[src/rtl/ifu_fetch_ctrl.sv]
// Fetch controller: owns the PC and runs one fetch at a time.
// It waits for the resolved next PC from exeu before issuing the next request.
module ifu_fetch_ctrl #(
  parameter int                    ADDR_WIDTH = 32,
  parameter int                    INST_WIDTH = 32,
  parameter logic [ADDR_WIDTH-1:0] RESET_PC   = 32'h8000_0000
) (
  input  logic                  clk,
  input  logic                  rst_n,
  input  logic                  halt_i,
  output logic                  imem_req_valid_o,
  input  logic                  imem_req_ready_i,
  output logic [ADDR_WIDTH-1:0] imem_req_addr_o,
  input  logic                  imem_rsp_valid_i,
  input  logic [INST_WIDTH-1:0] imem_rsp_data_i,
  input  logic                  imem_rsp_err_i,
  output logic [INST_WIDTH-1:0] instr_idu_o,
  output logic [ADDR_WIDTH-1:0] pc_idu_o,
  output logic                  instr_valid_idu_o,
  input  logic                  instr_ready_idu_i,
  input  logic                  redir_valid_exeu_i,
  input  logic [ADDR_WIDTH-1:0] pc_act_trgt_exeu_i,
  output logic                  fetch_err_o,
  output logic [31:0]           inst_cnt_o
);

  typedef enum logic [2:0] {
    HALT,
    REQ,
    WAIT_RSP,
    HOLD,
    WAIT_EXE,
    ERR
  } state_e;

  state_e                state_q, state_d;
  logic [ADDR_WIDTH-1:0] pc_q, pc_d;
  logic [INST_WIDTH-1:0] instr_q, instr_d;
  logic [ADDR_WIDTH-1:0] pc_idu_q, pc_idu_d;
  logic                  err_q, err_d;
  logic [31:0]           cnt_q, cnt_d;

  // rst_n is active-high despite its name
  always_ff @(posedge clk or posedge rst_n) begin
    if (rst_n) begin
      state_q  <= HALT;
      pc_q     <= RESET_PC;
      instr_q  <= '0;
      pc_idu_q <= RESET_PC;
      err_q    <= 1'b0;
      cnt_q    <= '0;
    end else begin
      state_q  <= state_d;
      pc_q     <= pc_d;
      instr_q  <= instr_d;
      pc_idu_q <= pc_idu_d;
      err_q    <= err_d;
      cnt_q    <= cnt_d;
    end
  end

  always_comb begin
    state_d  = state_q;
    pc_d     = pc_q;
    instr_d  = instr_q;
    pc_idu_d = pc_idu_q;
    err_d    = err_q;
    cnt_d    = cnt_q;
    unique case (state_q)
      HALT: begin
        if (!halt_i) state_d = REQ;
      end
      REQ: begin
        if (imem_req_ready_i) state_d = WAIT_RSP;
      end
      WAIT_RSP: begin
        if (imem_rsp_valid_i) begin
          if (imem_rsp_err_i) begin
            err_d   = 1'b1;
            state_d = ERR;
          end else begin
            instr_d  = imem_rsp_data_i;
            pc_idu_d = pc_q;
            state_d  = HOLD;
          end
        end
      end
      HOLD: begin
        if (instr_ready_idu_i) begin
          cnt_d   = cnt_q + 32'd1;
          state_d = WAIT_EXE;
        end
      end
      WAIT_EXE: begin
        if (redir_valid_exeu_i) begin
          pc_d = pc_act_trgt_exeu_i;
          if (pc_act_trgt_exeu_i[1:0] != 2'b00) begin
            err_d   = 1'b1;
            state_d = ERR;
          end else if (halt_i) begin
            state_d = HALT;
          end else begin
            state_d = REQ;
          end
        end
      end
      ERR: begin
        state_d = ERR;
      end
      default: begin
        state_d = HALT;
      end
    endcase
  end

  assign imem_req_valid_o  = (state_q == REQ);
  assign imem_req_addr_o   = pc_q;
  assign instr_idu_o       = instr_q;
  assign pc_idu_o          = pc_idu_q;
  assign instr_valid_idu_o = (state_q == HOLD);
  assign fetch_err_o       = err_q;
  assign inst_cnt_o        = cnt_q;

endmodule

[config.mk]
export PLATFORM = sky130hd
export DESIGN_NAME = ifu_fetch_ctrl
export DESIGN_NICKNAME = d
export VERILOG_FILES = /design/src/rtl/ifu_fetch_ctrl.sv
export SDC_FILE = /design/constraint.sdc
export NUM_CORES = 1
export LEC_CHECK = 0
export CORE_UTILIZATION = 43
export CTS_BUF_LIST = sky130_fd_sc_hd__clkbuf_16
export CTS_CLUSTER_DIAMETER = 50
export DETAILED_ROUTE_END_ITERATION = 10
export DONT_BUFFER_PORTS = 1
export GPL_ROUTABILITY_DRIVEN = 1
export MAX_ROUTING_LAYER = met4
export SYNTH_ARGS = -nofsm -noshare
export SYNTH_HDL_FRONTEND = slang
export SYNTH_SLANG_ARGS = --single-unit
[constraint.sdc]
create_clock -name clk -period 3.75 [get_ports clk]
set_input_delay 0.375 -clock clk [delete_from_list [all_inputs] [get_ports clk]]
set_output_delay 0.375 -clock clk [all_outputs]
set_load 0.01 [all_outputs]
# Yosys cells after proc, flatten, opt, wreduce, memory -nomap -nowiden
# Index checks and enable logic that the tools add are counted.
totals:
  reg_bits: 132
  word_cells: 42
op_classes:
  add_sub_neg: 1
  n_eq_ne: 12
  muxes: 14
  n_bitwise: 1
  n_reduce_logical: 8
op_table:
  columns: ["operator", "n"]
  rows:
  - ["$add 32x1->32 const B", 1]
  - ["$mux 3", 7]
  - ["$pmux 3 s6", 1]
  - ["$ne 2x2->1 const B", 5]
  - ["$reduce_and 5->1", 2]
  - ["$eq 3x2->1 const B", 2]
  - ["$eq 3x3->1 const B", 2]
  - ["$mux 1", 5]
  - ["$ne 2x1->1 const B", 2]
  - ["$reduce_and 2->1", 2]
  - ["$reduce_bool 2->1", 2]
  - ["$eq 3x1->1 const B", 1]
  - ["$logic_not 3->1", 1]
  - ["$reduce_and 3->1", 1]
  - ["$pmux 1 s2", 1]
  - ["$not 1->1", 1]

# Longest topological paths before layout
depth:
  ltp_word: 4
  depth_mapped: 5
  ltp_nobuf: 5

# Worst setup path after synthesis
# No wires, ideal clock.
synth_timing:
  path_type: "reg2reg"
  from: "reg cnt_q[5] (netlist: inst_cnt_o[5])"
  to: "reg cnt_q[29] (netlist: inst_cnt_o[29])"
  setup_time_ns: 0.126
  arrival_time_ns: 1.924
  slack_ns: 1.700
  stages_incl_launch_ff: 6
  path_buffers: 1
  period_less_slack_ns: 2.050
  path_cell_list: "dfrtp_1 -> nand4_2 -> or4_4 -> buf_6 -> or4_4 -> xnor2_2"
synth_via:
  elab_chain_len: 1
synth_rtl:
  columns: ["element", "line", "source"]
  rows:
  - ["start: declaration", "41", "logic [31:0] cnt_q, cnt_d;"]
  - ["start signal: assignment", "58", "cnt_q <= cnt_d;"]
  - ["$add 32x1->32", "90", "cnt_d = cnt_q + 32'd1;"]
# No other way between the ends.
# A chain may end at the register's enable or synchronous reset.

# Worst setup path in the final report
layout_timing:
  from: "reg state_q[2]"
  to: "reg instr_q[16] (netlist: instr_idu_o[16])"
layout_via:
  elab_chain_len: 2
layout_rtl:
  columns: ["element", "line", "source"]
  rows:
  - ["start: declaration", "36", "state_e state_q, state_d;"]
  - ["start signal: assignment", "53", "state_q <= state_d;"]
  - ["$eq 3x2->1", "69", "unique case (state_q)"]
  - ["$reduce_and 3->1 (no source line)", null, null]
  - ["end signal: assignment", "55", "instr_q <= instr_d;"]
  - ["end: declaration", "38", "logic [INST_WIDTH-1:0] instr_q, instr_d;"]
# No other way between the ends.

==> run metrics <==
startpoint type of the worst setup path=flip-flop; Num Clock Sinks=132; HPWL after DPL=7340 um; vias=3035; Starting Density=0.441; Comb pwr share=0.153; Synth Warn #=0; Synth area leaders=dfrtp_1, mux2_2, xnor2_1; max cap viols=0; worst path cell trace=nand2b_1, nor3_1, nand2_2, buf_4, mux2_2; clk buf depth=2; PwrDens=821 nW/um2; Resize count post-CTS=0; sequential share of the synthesized area=0.624; critical path class=reg -> reg; layout net count=455; crit path DAT=2.73 ns; Largest delay share family, worst path=simple AND/OR/NAND/NOR gates; Die Span Y=113 um; top-area cell type share of the netlist area=0.614; clk_skew=0.00569 ns; cts bufs inserted=17; Residual DRC=0; Max VDD drop=0.000441 V; worst-path fanout max=45; post-route ant nets=0; status=finished clean; Clock transition at path regs=0.06 ns; Sw Ratio=0.316; fin crit share=0.650; Bufs and invs on worst path=1; fin crit period=2.44 ns; clock tree from TritonCTS=built; num ports=203; die footprint=12800 um2; Slowest cell on crit path=nand2_2; first drt pass iteration count=4; Port Buffers=0; Post-CTS Hold Buffers=0; dominant synthesized flop cell=dfrtp_1; register bit total from synthesis=132; Mapped Nets=445; row count=40; Seq pwr share=0.537; clk root buf=clkbuf_16; Netlist cell types=36; max-slew violations=0; DR vias/cell=5.60; buffer count from post-CTS setup fixing=0; syn_area_per_cell=14.2 um2; EDFF count, synth=0; RSZ-0062 raised after global routing=false; Layout area overhead=13.9%; number of global-route vias before repair=3233; commonest non-fill, non-tap cell in the layout=dfrtp_1; GRT Resource Usage Total=0.182; leading area contributor after synthesis=dfrtp_1; Req. time, crit path=4.05 ns; mean routed wirelength per cell=19.6 um; grt total ovfl=0; pin count of the biggest net entering global routing=65; leak pwr=2.71 nW; Horiz. Die Dim=113 um; cell area after synthesis=5300 um2; total core area=12000 um2; P_int=3.39 mW; clock share of power=0.310; ANT cells=0; # setup viols final=0; cell count after synthesis=372; asr flop ratio synth=1.00; fraction of layout cells with a size suffix above 1=0.354; initial antenna violation count=0; first-pass GRT wire length=17000 um; final core occ=0.502; post-route setup TNS=0 ns; Routed WL=10600 um; routability cong.=0.776; slowest stage delay, CP=0.77 ns; drt initial violations=159; critical path endpoint category=flip-flop; class of the worst hold path=in -> async; switching power total=1.56 mW; Max Freq=0.411 GHz; Fin. Hold Viols=0; Worst slew margin=0.303; Clk Latency, worst-skew pair=0.41 ns; actual slew at the worst max-slew pin=1.04 ns; H-tree levels=4; most frequent cells in the layout=dfrtp_1, mux2_2, xnor2_1
[flip-flops by register name (all words and copies together), names as in the netlist]
signal / count
instr_idu_o: 32
pc_idu_o: 32
imem_req_addr_o: 32
fetch_err_o: 1
inst_cnt_o: 32
state_q: 3
[cells in the mapped netlist (2+ instances only)]
cell / number
nand2b_1: 4
and3_1: 4
nand4b_1: 3
mux2_2: 97
nor4_1: 4
inv_1: 4
o22ai_1: 2
a21oi_1: 4
nor3_1: 7
clkbuf_1: 12
or4_4: 2
nand2_1: 14
dfstp_2: 2
dfrtp_1: 130
nor2_1: 10
xor2_1: 8
nand3_1: 18
xnor2_1: 22
nand4_1: 8
[power groups by stage]
| stage | sequential (mW) | clock (mW) | combinational [mW] |
|---|---|---|---|
| 2_1_floorplan | 2.50 | 0 | 0.691 |
| 3_3_place_gp | 2.68 | 0 | 0.721 |
| 3_5_place_dp | 2.68 | 0 | 0.769 |
| 4_1_cts | 2.67 | 1.57 | 0.773 |
| 5_1_grt | 2.74 | 1.64 | 0.845 |
| 6_report | 2.66 | 1.54 | 0.757 |
[routing by layer]
metal / up-vias / GRT usage / part of all wire
li1: 1348 / - / -
met1: 1512 / 0.197 / 0.39
met2: 154 / 0.268 / 0.46
met3: 21 / 0.0964 / 0.13
met4: 0 / 0.0956 / 0.024
met5: - / - / 0
[cell families after synthesis]
kind of cell             synth area share
flip-flops                          0.624
multiplexers                        0.206
AND/OR/NAND/NOR                    0.0869
XOR/XNOR                           0.0526
buffers and inverters              0.0135
AO/OA/AOI/OAI                      0.0149
adder cells (fa/ha/maj)           0.00236
[layout make-up]
type                    instances  area [um2]
fillers                      1053        5980
clock inverters                15         125
repair buffers                  4        42.5
multi-input cells             223        1930
clock buffers                  17         425
inverters                       4        18.8
flip-flops and latches        132        3310
well taps                     147         184
[path summary, 6_finish.rpt]
check | start | end | slack, ns | cells past startpoint
setup / recovery | state_q[2] | instr_idu_o[16] | 1.31 | 5
hold / removal | rst_n | instr_idu_o[30] | 0.02 | 1
setup reg to reg | state_q[2] | instr_idu_o[16] | 1.31 | 5
hold reg to reg | inst_cnt_o[31] | inst_cnt_o[31] | 0.53 | 1
max in group asynchronous | rst_n | pc_idu_o[13] | 2.87 | 2
min in group clk | pc_act_trgt_exeu_i[1] | imem_req_addr_o[1] | 0.11 | 1
[through the flow]
stage / power [mW] / setup slack (ns) / instance area, um2 / hold slack [ns] / std cells
global route: 5.22 / 1.10 / 6030 / 0.0674 / 542
CTS: 5.02 / 1.26 / 6030 / 0.0396 / 542
finish: 4.95 / 1.31 / 6030 / 0.0167 / 542
floorplan: 3.19 / 1.70 / 5300 / 0.493 / 372
detailed placement: 3.45 / 1.28 / 5480 / 0.482 / 510
global placement: 3.40 / 1.34 / 5480 / 0.472 / 510
Power figures use the tool's default switching activity.
